File: src/rtl/ram_arbiter_if.sv
// -----------------------------------------------------------------------------
// ram_arbiter_if
// Groups the two requester command/response ports and the RAM-side bus of the
// RAM arbiter.
//
// Handshake: port k presents a command by raising i_reqk with i_wek, i_addrk
// and i_wdatak stable. The command is accepted in the cycle o_gntk is high.
// i_reqk may drop before a grant, and the command is then never issued.
// Reads return o_rdatak with a one-cycle o_rvalidk pulse three cycles after
// the grant. There is no backpressure on the response path.
//
// Modports:
//   slave  - the arbiter: consumes requests and RAM read data, drives the rest.
//   master - the environment: requesters plus the RAM model.
// Debug: o_dbg_owner / o_dbg_count expose the arbitration state.
// -----------------------------------------------------------------------------
interface ram_arbiter_if #(
   parameter int g_RAM_WIDTH = 11,
   parameter int g_RAM_ADDR  = 9
);
   logic                   i_req0;
   logic                   i_req1;
   logic                   i_we0;
   logic                   i_we1;
   logic [g_RAM_ADDR-1:0]  i_addr0;
   logic [g_RAM_ADDR-1:0]  i_addr1;
   logic [g_RAM_WIDTH-1:0] i_wdata0;
   logic [g_RAM_WIDTH-1:0] i_wdata1;
   logic                   o_gnt0;
   logic                   o_gnt1;
   logic                   o_rvalid0;
   logic                   o_rvalid1;
   logic [g_RAM_WIDTH-1:0] o_rdata0;
   logic [g_RAM_WIDTH-1:0] o_rdata1;
   logic                   o_ram_en;
   logic                   o_ram_we;
   logic                   o_ram_re;
   logic [g_RAM_ADDR-1:0]  o_ram_addr;
   logic [g_RAM_WIDTH-1:0] o_ram_data;
   logic [g_RAM_WIDTH-1:0] i_ram_data;
   logic                   o_dbg_owner;
   logic [3:0]             o_dbg_count;

   modport slave (
      input  i_req0, i_req1, i_we0, i_we1, i_addr0, i_addr1,
             i_wdata0, i_wdata1, i_ram_data,
      output o_gnt0, o_gnt1, o_rvalid0, o_rvalid1, o_rdata0, o_rdata1,
             o_ram_en, o_ram_we, o_ram_re, o_ram_addr, o_ram_data,
             o_dbg_owner, o_dbg_count
   );

   modport master (
      output i_req0, i_req1, i_we0, i_we1, i_addr0, i_addr1,
             i_wdata0, i_wdata1, i_ram_data,
      input  o_gnt0, o_gnt1, o_rvalid0, o_rvalid1, o_rdata0, o_rdata1,
             o_ram_en, o_ram_we, o_ram_re, o_ram_addr, o_ram_data,
             o_dbg_owner, o_dbg_count
   );
endinterface

File: src/rtl/ram_arbiter.sv
// -----------------------------------------------------------------------------
// ram_arbiter
// Shares a single-port data RAM between port 0 (CPU load/store) and port 1
// (debug/DMA loader). Round-robin arbitration with a bounded burst: the port
// that currently owns the RAM keeps it for at most g_MAX_BURST consecutive
// grants while the other port is waiting.
//
// Ports:
//   i_clk    - clock, rising edge
//   i_rst_n  - asynchronous active-low reset
//   arb_if   - slave modport: req/gnt commands, read responses, RAM bus,
//              debug view of owner/burst count
//
// Timing: grant in cycle N (combinational), RAM access registered at edge
// N+1, RAM data sampled at edge N+3 giving o_rvalidk in cycle N+3.
// -----------------------------------------------------------------------------
module ram_arbiter #(
   parameter int g_RAM_WIDTH = 11,
   parameter int g_RAM_ADDR  = 9,
   parameter int g_MAX_BURST = 4
) (
   input  logic          i_clk,
   input  logic          i_rst_n,
   ram_arbiter_if.slave  arb_if
);

   localparam logic [3:0] c_MAX = 4'(g_MAX_BURST);

   // arbitration state
   logic       owner_q, owner_d;
   logic [3:0] count_q, count_d;

   // grant decision
   logic       gnt_any;
   logic       gnt_port;

   // selected command
   logic                   sel_we;
   logic [g_RAM_ADDR-1:0]  sel_addr;
   logic [g_RAM_WIDTH-1:0] sel_wdata;

   // RAM issue registers
   logic                   ram_en_q, ram_we_q, ram_re_q;
   logic [g_RAM_ADDR-1:0]  ram_addr_q;
   logic [g_RAM_WIDTH-1:0] ram_data_q;

   // read tag pipeline {valid, port}
   logic tag1_vld_q, tag1_port_q;
   logic tag2_vld_q, tag2_port_q;

   // response registers
   logic                   rvalid0_q, rvalid1_q;
   logic [g_RAM_WIDTH-1:0] rdata0_q, rdata1_q;

   // ---------------------------------------------------------------- state reg
   always_ff @(posedge i_clk or negedge i_rst_n) begin
      if (!i_rst_n) begin
         owner_q <= 1'b0;
         count_q <= 4'd0;
      end else begin
         owner_q <= owner_d;
         count_q <= count_d;
      end
   end

   // ---------------------------------------------------------- next state comb
   always_comb begin
      owner_d = owner_q;
      count_d = count_q;
      if (gnt_any) begin
         if (gnt_port == owner_q) begin
            if (count_q < c_MAX) begin
               count_d = count_q + 4'd1;
            end
         end else begin
            owner_d = gnt_port;
            count_d = 4'd1;
         end
      end
   end

   // -------------------------------------------------------------- output comb
   // Grants are suppressed while reset is held so no command slips through.
   always_comb begin
      gnt_any  = 1'b0;
      gnt_port = 1'b0;
      if (i_rst_n) begin
         if (arb_if.i_req0 && arb_if.i_req1) begin
            gnt_any  = 1'b1;
            gnt_port = (count_q < c_MAX) ? owner_q : ~owner_q;
         end else if (arb_if.i_req0) begin
            gnt_any  = 1'b1;
            gnt_port = 1'b0;
         end else if (arb_if.i_req1) begin
            gnt_any  = 1'b1;
            gnt_port = 1'b1;
         end
      end
   end

   assign arb_if.o_gnt0      = gnt_any & ~gnt_port;
   assign arb_if.o_gnt1      = gnt_any &  gnt_port;
   assign arb_if.o_dbg_owner = owner_q;
   assign arb_if.o_dbg_count = count_q;

   assign sel_we    = gnt_port ? arb_if.i_we1    : arb_if.i_we0;
   assign sel_addr  = gnt_port ? arb_if.i_addr1  : arb_if.i_addr0;
   assign sel_wdata = gnt_port ? arb_if.i_wdata1 : arb_if.i_wdata0;

   // ---------------------------------------------------------------- RAM issue
   // Address/data hold when idle so the RAM bus only toggles on real accesses.
   always_ff @(posedge i_clk or negedge i_rst_n) begin
      if (!i_rst_n) begin
         ram_en_q   <= 1'b0;
         ram_we_q   <= 1'b0;
         ram_re_q   <= 1'b0;
         ram_addr_q <= '0;
         ram_data_q <= '0;
      end else begin
         ram_en_q <= gnt_any;
         ram_we_q <= gnt_any & sel_we;
         ram_re_q <= gnt_any & ~sel_we;
         if (gnt_any) begin
            ram_addr_q <= sel_addr;
            ram_data_q <= sel_wdata;
         end
      end
   end

   // ------------------------------------------------------------ read return
   // The tag travels two stages so it lines up with the RAM's one-cycle read
   // data; reset clears it, which drops any read that was in flight.
   always_ff @(posedge i_clk or negedge i_rst_n) begin
      if (!i_rst_n) begin
         tag1_vld_q  <= 1'b0;
         tag1_port_q <= 1'b0;
         tag2_vld_q  <= 1'b0;
         tag2_port_q <= 1'b0;
         rvalid0_q   <= 1'b0;
         rvalid1_q   <= 1'b0;
         rdata0_q    <= '0;
         rdata1_q    <= '0;
      end else begin
         tag1_vld_q  <= gnt_any & ~sel_we;
         tag1_port_q <= gnt_port;
         tag2_vld_q  <= tag1_vld_q;
         tag2_port_q <= tag1_port_q;
         rvalid0_q   <= tag2_vld_q & ~tag2_port_q;
         rvalid1_q   <= tag2_vld_q &  tag2_port_q;
         if (tag2_vld_q && !tag2_port_q) begin
            rdata0_q <= arb_if.i_ram_data;
         end
         if (tag2_vld_q && tag2_port_q) begin
            rdata1_q <= arb_if.i_ram_data;
         end
      end
   end

   assign arb_if.o_ram_en   = ram_en_q;
   assign arb_if.o_ram_we   = ram_we_q;
   assign arb_if.o_ram_re   = ram_re_q;
   assign arb_if.o_ram_addr = ram_addr_q;
   assign arb_if.o_ram_data = ram_data_q;
   assign arb_if.o_rvalid0  = rvalid0_q;
   assign arb_if.o_rvalid1  = rvalid1_q;
   assign arb_if.o_rdata0   = rdata0_q;
   assign arb_if.o_rdata1   = rdata1_q;

endmodule
File: src/flat_wrapper.sv
// flat-port wrapper written by rule: the top's interface ports become plain ports
module ram_arbiter_flat 
#(
   parameter int g_RAM_WIDTH = 11,
   parameter int g_RAM_ADDR  = 9,
   parameter int g_MAX_BURST = 4
)
  (i_clk, i_rst_n, arb_if_i_req0, arb_if_i_req1, arb_if_i_we0, arb_if_i_we1, arb_if_i_addr0, arb_if_i_addr1, arb_if_i_wdata0, arb_if_i_wdata1, arb_if_i_ram_data, arb_if_o_gnt0, arb_if_o_gnt1, arb_if_o_rvalid0, arb_if_o_rvalid1, arb_if_o_rdata0, arb_if_o_rdata1, arb_if_o_ram_en, arb_if_o_ram_we, arb_if_o_ram_re, arb_if_o_ram_addr, arb_if_o_ram_data, arb_if_o_dbg_owner, arb_if_o_dbg_count);
  ram_arbiter_if #(.g_RAM_WIDTH(g_RAM_WIDTH), .g_RAM_ADDR(g_RAM_ADDR)) arb_if_i ();
  input  logic i_clk;
  input  logic i_rst_n;
  input wire logic [$bits(arb_if_i.i_req0)-1:0] arb_if_i_req0;
  input wire logic [$bits(arb_if_i.i_req1)-1:0] arb_if_i_req1;
  input wire logic [$bits(arb_if_i.i_we0)-1:0] arb_if_i_we0;
  input wire logic [$bits(arb_if_i.i_we1)-1:0] arb_if_i_we1;
  input wire logic [$bits(arb_if_i.i_addr0)-1:0] arb_if_i_addr0;
  input wire logic [$bits(arb_if_i.i_addr1)-1:0] arb_if_i_addr1;
  input wire logic [$bits(arb_if_i.i_wdata0)-1:0] arb_if_i_wdata0;
  input wire logic [$bits(arb_if_i.i_wdata1)-1:0] arb_if_i_wdata1;
  input wire logic [$bits(arb_if_i.i_ram_data)-1:0] arb_if_i_ram_data;
  output wire logic [$bits(arb_if_i.o_gnt0)-1:0] arb_if_o_gnt0;
  output wire logic [$bits(arb_if_i.o_gnt1)-1:0] arb_if_o_gnt1;
  output wire logic [$bits(arb_if_i.o_rvalid0)-1:0] arb_if_o_rvalid0;
  output wire logic [$bits(arb_if_i.o_rvalid1)-1:0] arb_if_o_rvalid1;
  output wire logic [$bits(arb_if_i.o_rdata0)-1:0] arb_if_o_rdata0;
  output wire logic [$bits(arb_if_i.o_rdata1)-1:0] arb_if_o_rdata1;
  output wire logic [$bits(arb_if_i.o_ram_en)-1:0] arb_if_o_ram_en;
  output wire logic [$bits(arb_if_i.o_ram_we)-1:0] arb_if_o_ram_we;
  output wire logic [$bits(arb_if_i.o_ram_re)-1:0] arb_if_o_ram_re;
  output wire logic [$bits(arb_if_i.o_ram_addr)-1:0] arb_if_o_ram_addr;
  output wire logic [$bits(arb_if_i.o_ram_data)-1:0] arb_if_o_ram_data;
  output wire logic [$bits(arb_if_i.o_dbg_owner)-1:0] arb_if_o_dbg_owner;
  output wire logic [$bits(arb_if_i.o_dbg_count)-1:0] arb_if_o_dbg_count;
  assign arb_if_i.i_req0 = arb_if_i_req0;
  assign arb_if_i.i_req1 = arb_if_i_req1;
  assign arb_if_i.i_we0 = arb_if_i_we0;
  assign arb_if_i.i_we1 = arb_if_i_we1;
  assign arb_if_i.i_addr0 = arb_if_i_addr0;
  assign arb_if_i.i_addr1 = arb_if_i_addr1;
  assign arb_if_i.i_wdata0 = arb_if_i_wdata0;
  assign arb_if_i.i_wdata1 = arb_if_i_wdata1;
  assign arb_if_i.i_ram_data = arb_if_i_ram_data;
  assign arb_if_o_gnt0 = arb_if_i.o_gnt0;
  assign arb_if_o_gnt1 = arb_if_i.o_gnt1;
  assign arb_if_o_rvalid0 = arb_if_i.o_rvalid0;
  assign arb_if_o_rvalid1 = arb_if_i.o_rvalid1;
  assign arb_if_o_rdata0 = arb_if_i.o_rdata0;
  assign arb_if_o_rdata1 = arb_if_i.o_rdata1;
  assign arb_if_o_ram_en = arb_if_i.o_ram_en;
  assign arb_if_o_ram_we = arb_if_i.o_ram_we;
  assign arb_if_o_ram_re = arb_if_i.o_ram_re;
  assign arb_if_o_ram_addr = arb_if_i.o_ram_addr;
  assign arb_if_o_ram_data = arb_if_i.o_ram_data;
  assign arb_if_o_dbg_owner = arb_if_i.o_dbg_owner;
  assign arb_if_o_dbg_count = arb_if_i.o_dbg_count;
  ram_arbiter #(.g_RAM_WIDTH(g_RAM_WIDTH), .g_RAM_ADDR(g_RAM_ADDR), .g_MAX_BURST(g_MAX_BURST)) u_core (.i_clk(i_clk), .i_rst_n(i_rst_n), .arb_if(arb_if_i));
endmodule
File: config.mk
export PLATFORM = sky130hd
export DESIGN_NAME = ram_arbiter_flat
export DESIGN_NICKNAME = d
export VERILOG_FILES = /design/src/rtl/ram_arbiter_if.sv /design/src/rtl/ram_arbiter.sv /design/src/flat_wrapper.sv
export SDC_FILE = /design/constraint.sdc
export NUM_CORES = 1
export LEC_CHECK = 0
export ABC_AREA = 1
export CORE_UTILIZATION = 34
export CTS_BUF_LIST = sky130_fd_sc_hd__clkbuf_2
export CTS_CLUSTER_DIAMETER = 150
export CTS_CLUSTER_SIZE = 10
export DETAILED_ROUTE_END_ITERATION = 6
export GPL_ROUTABILITY_DRIVEN = 0
export PLACE_DENSITY = 0.67
export SLEW_MARGIN = 0
export SYNTH_ARGS = -nofsm -noshare
export SYNTH_HDL_FRONTEND = slang
export SYNTH_SLANG_ARGS = --single-unit
File: constraint.sdc
create_clock -name i_clk -period 2.1 [get_ports i_clk]
set_clock_uncertainty 0.2 [all_clocks]
set_input_delay 0.63 -clock i_clk [delete_from_list [all_inputs] [get_ports i_clk]]
set_output_delay 0.63 -clock i_clk [all_outputs]
set_load 0.005 [all_outputs]
======== Yosys cells after proc, flatten, opt, wreduce, memory -nomap -nowiden ========
Cells that the tools add are included.
storage, ports and cells
  register bits ........................... 55
  logic and storage cells ................. 48
operators by class
  muxes and demuxes ....................... 13
  eq/ne operators ......................... 2
  $add $sub $neg .......................... 1
  reductions and logical operators ........ 6
  order comparisons ....................... 1
  bitwise logic cells ..................... 11
operators by type and width
  cell                   count
  $mux W11               1
  $mux W1                9
  $mux W9                1
  $mux W4                2
  $and A1 B1 Y1          6
  $not A1 Y1             5
  $add A4 B1 Y4 const B  1
  $lt A4 B3 Y1 const B   1
  $reduce_and A2 Y1      2
  $logic_and A1 B1 Y1    3
  $ne A2 B2 Y1 const B   1
  $eq A1 B1 Y1           1
  $logic_not A1 Y1       1

======== Longest topological paths before layout ========
  depth in word-level cells ............... 7
  mapped depth ............................ 10
  gate-level depth less buffers ........... 10

======== Least setup slack after synthesis ========
Ideal clock, no wire load.
  path type ............................... in2out
  start ................................... in arb_if_i_req1
  end ..................................... out arb_if_o_gnt1
  cell stages on the path ................. 5
  path buffers ............................ 1
  slack ................................... 0.151 ns
  arrival ................................. 1.119 ns
  path through ............................ nand2_1 > inv_1 > nand2_4 > buf_4 > inv_1
on the way
  cells in the longest elaborated chain, start to end .. 5
ends and longest elaborated chain
  item             line                source
  from (decl)      flat_wrapper.sv:13  input wire logic [$bits(arb_if_i.i_req1)-1:0] arb_if_i_req1;
  $mux W1          ram_arbiter.sv:94   end else if (arb_if.i_req1) begin
  $mux W1          ram_arbiter.sv:91   end else if (arb_if.i_req0) begin
  $mux W1          ram_arbiter.sv:88   if (arb_if.i_req0 && arb_if.i_req1) begin
  $mux W1          ram_arbiter.sv:87   if (i_rst_n) begin
  $and A1 B1 Y1 *  ram_arbiter.sv:102  assign arb_if.o_gnt1 = gnt_any & gnt_port;
  to (decl)        flat_wrapper.sv:22  output wire logic [$bits(arb_if_i.o_gnt1)-1:0] arb_if_o_gnt1;
Every way passes the cells marked *; elsewhere a longest branch is shown, timed or not.

======== Worst setup path in the final report ========
  start ................................... reg u_core.count_q[3], in the netlist u_core.arb_if.o_dbg_count[3]
  end ..................................... out arb_if_o_gnt0
on the way
  cells in the longest elaborated chain, start to end .. 6
ends and longest elaborated chain
  item                    line                source
  from (decl)             ram_arbiter.sv:31   logic [3:0] count_q, count_d;
  from (signal assigned)  ram_arbiter.sv:62   count_q <= count_d;
  $lt A4 B3 Y1            ram_arbiter.sv:90   gnt_port = (count_q < c_MAX) ? owner_q : ~owner_q;
  $mux W1                 ram_arbiter.sv:90
  $mux W1                 ram_arbiter.sv:88
  $mux W1                 ram_arbiter.sv:87
  $not A1 Y1              ram_arbiter.sv:101  assign arb_if.o_gnt0 = gnt_any & ~gnt_port;
  $and A1 B1 Y1           ram_arbiter.sv:101
  to (decl)               flat_wrapper.sv:21  output wire logic [$bits(arb_if_i.o_gnt0)-1:0] arb_if_o_gnt0;
Every way passes these cells.

==> out/metrics.cfg <==
[yosys]
synth.distinct_cells = 19
yosysSeqAreaShare = 0.607
yosysMostFrequentCell = nand2_1
synth_top_family_by_area = simple AND/OR/NAND/NOR gates
synth-edff-count = 0
synth-compound-area-share = 0.143
synth_top_area_frac = 0.607
synth-xor-area-share = 0.00386
synth.area.top_cells = dfrtp_1, nand2_1, a21oi_1
synth_top_cells_by_count = nand2_1, dfrtp_1, a21oi_1
avgSynthCellArea_sq_um = 9.07
synthFlopType = dfrtp_1
synthMuxAreaShare = 0
async_flop_share = 1.00
ys_warn_count = 0
synth-simple-area-share = 0.174
syn_nets = 308
syn_area_sq_um = 2270
synth_area_leader_cell = dfrtp_1
synth_seq_cells = 55
synth_fa_ha_area_frac = 0.00552
synth_cells = 250

[sta]
tightest_slew_ps = 662
final_max_slew_viol_count = 0
fin_hold_ws_ps = 98.9
post-route-min-period_ps = 2380
rsz0062_at_grt = yes
postLayoutSetupSlackWorst_ps = -279
hold_violations = 0
fmax_mhz = 420
tns_ps = -901
timing.final.crit_share = 1.13
setup_viol = 4
maxSlewHeadroom = 0.557

[place]
dp_hpwl_microns = 4190
pre_cts_ws_ps = -809
portBuffers = 110

[worst_hold_path]
worstHoldPathType = in2async

[pwr]
power.density_nw_per_um2 = 826
power.leakage_nw = 1.81
peakVddDrop_v = 0.000450

[clock_network]
clkTransAtPathRegs_ps = 270
cts_sinks = 55
cts_tree = yes
h-tree-depth = 2
numCtsBuffers = 5
clockRootBuffer = clkbuf_2
clkLatencyLatePin_ps = 430
cts_buffer_depth = 2

[worst_setup_path]
reg2reg_slack_ps = 220
startpoint = u_core.arb_if.o_dbg_count[3]
rr_worst_depth = 12
start_kind = flop
r2r_end = u_core.arb_if.o_dbg_count[0]
crit_type = reg2out
crit_arrival_ps = 1550
crit_path_end_kind = primary output
cp_max_fo = 3
worstPathRequired_ps = 1270
r2r-start = u_core.arb_if.o_dbg_count[3]

[grt]
grt_max_degree = 43
grt_pass1_vias = 2206
overflow = 0
grt_first_pass_wirelength_microns = 10200
track_usage = 0.181
antenna_found_initial = 0

[floorplan]
die_y_microns = 83.7
dieArea_sq_um = 7000
core_sq_um = 6390
initial_core_util = 0.355
die_x_microns = 83.7
num_rows = 29
ios = 111

[detailed_routing]
drt_pass1_iterations = 4
ant_nets = 0
wirelength_microns = 6140
via_per_inst = 4.60
first_iter_violations = 73
num_vias = 2144
drc = 0
wl_per_cell_microns = 13.2

[run_status]
status = finished, violations left
violations = setup timing

[cells_and_area]
fill_cells = 618
drive_gt1_frac = 0.144
seq_area_sq_um = 1380
utilization = 0.573
area_growth_pct = 61.2
antenna_cells = 0
multiInputGateArea_sq_um = 763
layout.nets = 446

[job]
max_cap_viol_count = 0

metrics by stage:
stage | power (mW) | cell area [sq um] | instances
2_1_floorplan | 1.82 | 2270 | 250
5_1_grt | 3.23 | 3660 | 466
3_5_place_dp | 2.57 | 3510 | 441
6_report | 3.02 | 3660 | 466
3_3_place_gp | 2.55 | 3510 | 441
4_1_cts | 3.04 | 3630 | 464
cell families (layout without fill, tap and decap cells):
family,after synthesis,in the layout
adder cells (fa/ha/maj),1,1
buffers and inverters,33,172
AND/OR/NAND/NOR,95,95
XOR/XNOR,1,1
AO/OA/AOI/OAI,65,65
flip-flops,55,55
critical path, cell delays in order, from the launching register on:
cell and delay [ps]:
dfrtp_1 470, inv_2 70, nand2_2 60, nand2_2 70, nand3_4 90, nand2_4 80, clkinv_4 50, nor2_4 90
buf_2 120
layout make-up:
| cell class | count | area share |
|---|---|---|
| clock buffers | 5 | 0.00684 |
| clock inverters | 3 | 0.0106 |
| inverters | 21 | 0.0229 |
| multi-input cells | 162 | 0.209 |
| flip-flops and latches | 55 | 0.376 |
| well taps | 77 | 0.0263 |
| repair buffers | 143 | 0.348 |
routing by layer:
metal / part of all wire / vias up / GRT usage
met3: 0.066 / 9 / 0.0465
met1: 0.47 / 984 / 0.233
met5: 0 / - / 0
met4: 0.013 / 0 / 0.0447
met2: 0.45 / 73 / 0.304
li1: - / 1078 / -
worst max path at each step:
stage,endpoint,slack (ps)
2_1_floorplan,arb_if_o_gnt1,150
3_3_place_gp,arb_if_o_gnt0,-810
3_5_place_dp,arb_if_o_gnt0,-810
4_1_cts,arb_if_o_gnt0,-340
5_1_grt,arb_if_o_gnt0,-390
6_report,arb_if_o_gnt0,-280
registers in the layout, summed over array words and instances (netlist names), 4 cells and up:
signal	cells
u_core.arb_if.o_ram_addr	9
u_core.arb_if.o_rdata0	11
u_core.arb_if.o_rdata1	11
u_core.arb_if.o_dbg_count	4
u_core.arb_if.o_ram_data	11
power breakdown:
| part | internal [mW] | switching (mW) | total, mW |
|---|---|---|---|
| Combinational | 0.620 | 0.467 | 1.09 |
| Clock | 0.196 | 0.323 | 0.518 |
| Sequential | 1.29 | 0.120 | 1.41 |
cells in the final DEF, fill, tap and decap left out, types with 5 or more instances in the layout:
master and count:
o21ai_0 22, a21oi_1 43, clkbuf_2 5, dlygate4sd2_1 52, buf_4 30, nand2_1 57
dfrtp_1 55, clkdlybuf4s50_1 54, nand2_2 5, nor2_1 22, inv_1 18
what timing repair did:
action,in CTS,in global routing
gates resized for setup,71,3
setup endpoints to repair,54,7
hold buffers,1,0
endpoints found under the hold margin,13,0
pin swaps,3,2
buffers inserted,14,2
Note: power is estimated with default switching activity, not from simulation.
